<file path="src/rtl/spi_arb_pkg.sv">
// Shared types and widths for the SPI register-port arbiter.
package spi_arb_pkg;

    localparam int AW = 5;
    localparam int DW = 32;

    typedef enum logic {
        ST_IDLE = 1'b0,
        ST_OWN  = 1'b1
    } state_t;

endpackage

</file>
<file path="src/rtl/rr_pick.sv">
// Round-robin winner select: scans from ptr+1 upward (wrapping), first request wins.
module rr_pick #(
    parameter int N  = 2,
    parameter int PW = 1
) (
    input  logic [N-1:0]  i_req,
    input  logic [PW-1:0] i_ptr,
    output logic [N-1:0]  o_win
);

    int            w_idx;
    logic          w_found;
    logic [PW-1:0] w_sel;

    always_comb begin
        o_win   = '0;
        w_found = 1'b0;
        w_idx   = 0;
        w_sel   = '0;
        for (int k = 1; k <= N; k++) begin
            w_idx = int'(i_ptr) + k;
            if (w_idx >= N) w_idx = w_idx - N;
            w_sel = PW'(w_idx);
            if (!w_found && i_req[w_sel]) begin
                o_win[w_sel] = 1'b1;
                w_found      = 1'b1;
            end
        end
    end

endmodule

</file>
<file path="src/rtl/spi_arb.sv">
// Lock-based arbiter sharing one SPI register port among n_req requesters,
// with zero-latency forwarding, registered read return and hold watchdog.
module spi_arb
    import spi_arb_pkg::*;
#(
    parameter int n_req    = 2,
    parameter int hold_max = 1024
) (
    input  logic                clk,
    input  logic                rst,
    input  logic [n_req-1:0]    req_lock,
    output logic [n_req-1:0]    req_gnt,
    input  logic [n_req*AW-1:0] req_addr,
    input  logic [n_req-1:0]    req_we,
    input  logic [n_req-1:0]    req_re,
    input  logic [n_req*DW-1:0] req_wd,
    output logic [DW-1:0]       req_rd,
    output logic [n_req-1:0]    req_rvalid,
    output logic [AW-1:0]       spi_addr,
    output logic                spi_we,
    output logic                spi_re,
    output logic [DW-1:0]       spi_wd,
    input  logic [DW-1:0]       spi_rd,
    output logic [n_req-1:0]    err_to,
    input  logic                err_clr
);

    localparam int OW = (n_req > 1) ? $clog2(n_req) : 1;
    localparam int CW = (hold_max > 0) ? $clog2(hold_max + 1) : 1;
    localparam logic [CW-1:0] HOLD_LAST = CW'((hold_max > 0) ? hold_max - 1 : 0);

    state_t           r_state;
    logic [n_req-1:0] r_gnt;
    logic [n_req-1:0] r_rvalid;
    logic [n_req-1:0] r_err;
    logic [n_req-1:0] r_need_drop;
    logic [OW-1:0]    r_ptr;
    logic [OW-1:0]    r_own;
    logic [CW-1:0]    r_cnt;
    logic [DW-1:0]    r_rd;

    logic [n_req-1:0] w_elig;
    logic [n_req-1:0] w_win;
    logic [OW-1:0]    w_win_idx;
    logic             w_expire;

    // A requester cut off by the watchdog must drop its lock once before it counts again.
    assign w_elig   = req_lock & ~r_need_drop;
    assign w_expire = (hold_max > 0) && (r_cnt == HOLD_LAST);

    rr_pick #(
        .N  (n_req),
        .PW (OW)
    ) u_pick (
        .i_req (w_elig),
        .i_ptr (r_ptr),
        .o_win (w_win)
    );

    always_comb begin
        w_win_idx = '0;
        for (int i = 0; i < n_req; i++)
            if (w_win[i]) w_win_idx = OW'(i);
    end

    always_comb begin
        spi_addr = '0;
        spi_we   = 1'b0;
        spi_re   = 1'b0;
        spi_wd   = '0;
        if (r_state == ST_OWN) begin
            spi_addr = req_addr[int'(r_own)*AW +: AW];
            spi_we   = req_we[r_own];
            spi_re   = req_re[r_own];
            spi_wd   = req_wd[int'(r_own)*DW +: DW];
        end
    end

    always_ff @(posedge clk) begin
        if (rst) begin
            r_state     <= ST_IDLE;
            r_gnt       <= '0;
            r_ptr       <= OW'(n_req - 1);
            r_own       <= '0;
            r_cnt       <= '0;
            r_rd        <= '0;
            r_rvalid    <= '0;
            r_err       <= '0;
            r_need_drop <= '0;
        end else begin
            r_rvalid <= '0;
            if (spi_re) begin
                r_rd            <= spi_rd;
                r_rvalid[r_own] <= 1'b1;
            end
            if (err_clr) r_err <= '0;
            r_need_drop <= r_need_drop & req_lock;

            case (r_state)
                ST_IDLE: begin
                    if (|w_elig) begin
                        r_gnt   <= w_win;
                        r_own   <= w_win_idx;
                        r_cnt   <= '0;
                        r_state <= ST_OWN;
                    end
                end
                ST_OWN: begin
                    if (r_cnt != '1) r_cnt <= r_cnt + 1'b1;
                    if (!req_lock[r_own] || w_expire) begin
                        r_gnt   <= '0;
                        r_ptr   <= r_own;
                        r_state <= ST_IDLE;
                        // Forced release: flag set here overrides a same-cycle clear.
                        if (req_lock[r_own]) begin
                            r_err[r_own]       <= 1'b1;
                            r_need_drop[r_own] <= 1'b1;
                        end
                    end
                end
                default: r_state <= ST_IDLE;
            endcase
        end
    end

    assign req_gnt    = r_gnt;
    assign req_rd     = r_rd;
    assign req_rvalid = r_rvalid;
    assign err_to     = r_err;

endmodule
</file>
<file path="config.mk">
export PLATFORM = sky130hd
export DESIGN_NAME = spi_arb
export DESIGN_NICKNAME = d
export VERILOG_FILES = /design/src/rtl/spi_arb_pkg.sv /design/src/rtl/rr_pick.sv /design/src/rtl/spi_arb.sv
export SDC_FILE = /design/constraint.sdc
export NUM_CORES = 1
export LEC_CHECK = 0
export CORE_AREA = 4 4 95 97
export DETAILED_ROUTE_END_ITERATION = 6
export DIE_AREA = 0 0 99 101
export PLACE_DENSITY = 0.79
export SLEW_MARGIN = 20
export SYNTH_ARGS = -nofsm -noshare
export SYNTH_HDL_FRONTEND = slang
export SYNTH_HIERARCHICAL = 1
export SYNTH_SLANG_ARGS = --single-unit
</file>
<file path="constraint.sdc">
create_clock -name clk -period 1.75 [get_ports clk]
set_input_delay 0.175 -clock clk [delete_from_list [all_inputs] [get_ports clk]]
set_output_delay 0.175 -clock clk [all_outputs]
set_load 0.01 [all_outputs]
</file>
==> results.toml <==
[placement]
pre_cts_slack_ps = -129.6
gp_congestion = 0.8393
postPlaceCellArea_mm2 = 0.004969
dpl.cell_count = 634
dp_hpwl_um = 8117
io_buffers = 191

[critical_path]
critPathMaxFanout = 12
cp_slowest_cell = "dfxtp_4"
path_cells = "bufbuf_16 > mux2i_1 > nor2b_1 > dlygate4sd2_1"
slowest_delay_ps = 400
crit_path_end_kind = "output port"
critical_path_class = "reg2out"
r2r_setup_slack_ps = 140
required_ps = 1570
cp.arrival_ps = 1570
start_kind = "flip-flop"
rr_worst_depth = 6

[die]
io_pins = 192
num_rows = 33
die_w_um = 99
die_h_um = 101
initial_utilization = 0.3536
core_area_mm2 = 0.008134
die_area_mm2 = 0.009999

[clock_tree]
worstSkewPairLatency_ps = 310
cts_buffers = 5
cts_max_path_buffers = 2
htree_levels = 2
cts_tree = "built"
root_buffer = "clkbuf_8"
cts.clk_slew.worst_paths_ps = 100
cts_num_sinks = 54

[run]
cap_violations = 0

[sta]
finalCritPeriodShare = 0.9966
final-setup-viol-count = 0
skew_ps = 12.30
rsz0062_at_grt = "true"
worst-slew-pin-transition_ps = 472.7
relSlewSlack = 0.6824
setup_slack_ps = 5.898
worst_hold_slack_ps = 250.5
fmax_ghz = 0.5734
drv_slew = 0
min_period_ps = 1744
hold_viol_final = 0

[logic_synthesis]
synth_top_cell_area_share = 0.3758
async_flop_share = 0
synth-seq-cells = 54
yosysSeqAreaShare = 0.3758
ys_warn_count = 6
synth_edf_count = 0
ys_types = 46
synth_area_mm2 = 0.002877
synth_top_area_cell = "dfxtp_1"
ys.flop_type = "dfxtp_1"
avgSynthCellArea_um2 = 8.386
synth_fp_nets = 459
ys_top_cells_by_area = "dfxtp_1, mux2i_1, nand2_1"
syn_inst = 343

[drt]
ant_nets = 0
wl_per_cell_um = 15.88
wl_met3_um = 913
wl_met2_um = 5100
viasPerCell = 4.881
finalWirelength_um = 10280
wl_met1_um = 4139
firstDrtPassIters = 4
num_vias = 3158
highest_layer = "met4"
drc = 0
drtIter0Drc = 152

[final_layout]
postLayoutCellArea_mm2 = 0.005190
fill_cells = 663
diodes = 0
drive_above_1_share = 0.1015
nets = 657
final_common_cell = "clkdlybuf4s50_1"
syn2layout_area_growth_pct = 80.43
fin_cells = 647
mostFrequentLayoutCells = "clkdlybuf4s50_1, nand2_1, dfxtp_1"

[global_route]
track_usage = 0.1906
grt_pass1_vias = 3030
grt_max_degree = 34
antenna_found_initial = 0
grt_first_pass_wirelength_um = 15540
grt_overflow = 0

[power]
p_total_uw = 3033
p_leak_uw = 0.002054
powerDensity_mw_per_mm2 = 584.3
peakVddDrop_mv = 0.4625

[hold_path]
hp-class = "in2reg"
worstHoldPathCells = 2

[outcome]
outcome = "finished, final reports clean"
-- critical path: cells and delay by family, from the launching register on --
kind	cells	cell delay (ps)
buffers and inverters	2	600
flip-flops	1	400
multiplexers	1	210
AND/OR/NAND/NOR	1	60
-- per-stage QoR --
stage,setup TNS [ps],util
after floorplan,0,-
after global placement,0,0.6108
after detailed placement,-378.0,0.6108
after CTS,-896.3,0.6258
after global routing,-527.2,0.6381
final,0,0.6381
-- flip-flops by register name, indices dropped and copies added, names as in the netlist --
signal / flops
req_rvalid: 2
r_ptr: 1
r_need_drop: 2
req_gnt: 2
r_own: 1
err_to: 2
req_rd: 32
r_state: 1
r_cnt: 11
-- timing repair --
| item | CTS | global route |
|---|---|---|
| resized for setup | 42 | 28 |
| setup endpoints to repair | 39 | 30 |
| gates cloned | 1 | 0 |
| buffers inserted | 1 | 3 |
| hold buffers | 0 | 0 |
| pin swaps | 0 | 2 |
-- where the power goes --
| part | leakage (uW) | internal (uW) | switching (uW) |
|---|---|---|---|
| logic | 0.00157 | 574 | 386 |
| registers | 0.000440 | 1280 | 34.6 |
| clock network | 0.0000478 | 327 | 428 |
| total | 0.00205 | 2180 | 849 |
-- synthesized netlist by cell type, types with 2 or more instances --
| master | number |
|---|---|
| o2bb2ai_1 | 4 |
| inv_2 | 2 |
| mux2i_1 | 42 |
| and3_1 | 7 |
| nand2b_1 | 2 |
| nor3_1 | 6 |
| nor2b_1 | 40 |
| or3_1 | 4 |
| nor4_4 | 2 |
| buf_2 | 11 |
| clkbuf_1 | 10 |
| inv_1 | 5 |
| nand2_1 | 76 |
| dfxtp_1 | 54 |
| o31ai_2 | 2 |
| nand3_1 | 7 |
| o21bai_1 | 2 |
| nor2_1 | 5 |
| a21oi_1 | 35 |
-- cell families after synthesis --
logic type | count (synthesis) | share of synthesized area
simple gates | 156 | 0.2827
compound gates | 60 | 0.1431
flops | 54 | 0.3758
mux | 43 | 0.1501
buf+inv | 29 | 0.04394
fa+ha+maj | 1 | 0.004349
-- layer usage --
layer  global-route usage  up-vias
li1                     -     1573
met1               0.2203     1450
met2               0.3466      125
met3              0.06228       10
met4              0.03361        0
met5                    0        -
-- final timing paths --
path	start	to
worst max-delay path	r_own	spi_wd[18]
worst min-delay path	rst	req_rd[27]
worst max register to register	r_own	req_rd[17]
worst min register to register	req_rd[9]	req_rd[9]
-- area by class of cell --
class,count,area (um2),share of cell area
Tap cell,105,131.4,0.02531
Clock inverter,2,16.27,0.003134
Clock buffer,6,82.58,0.01591
Sequential cell,54,1089,0.2097
Multi-Input combinational cell,260,1717,0.3308
Timing Repair Buffer,213,2128,0.4101
Inverter,7,26.28,0.005063
No activity file was read; power rests on OpenSTA's default activity.
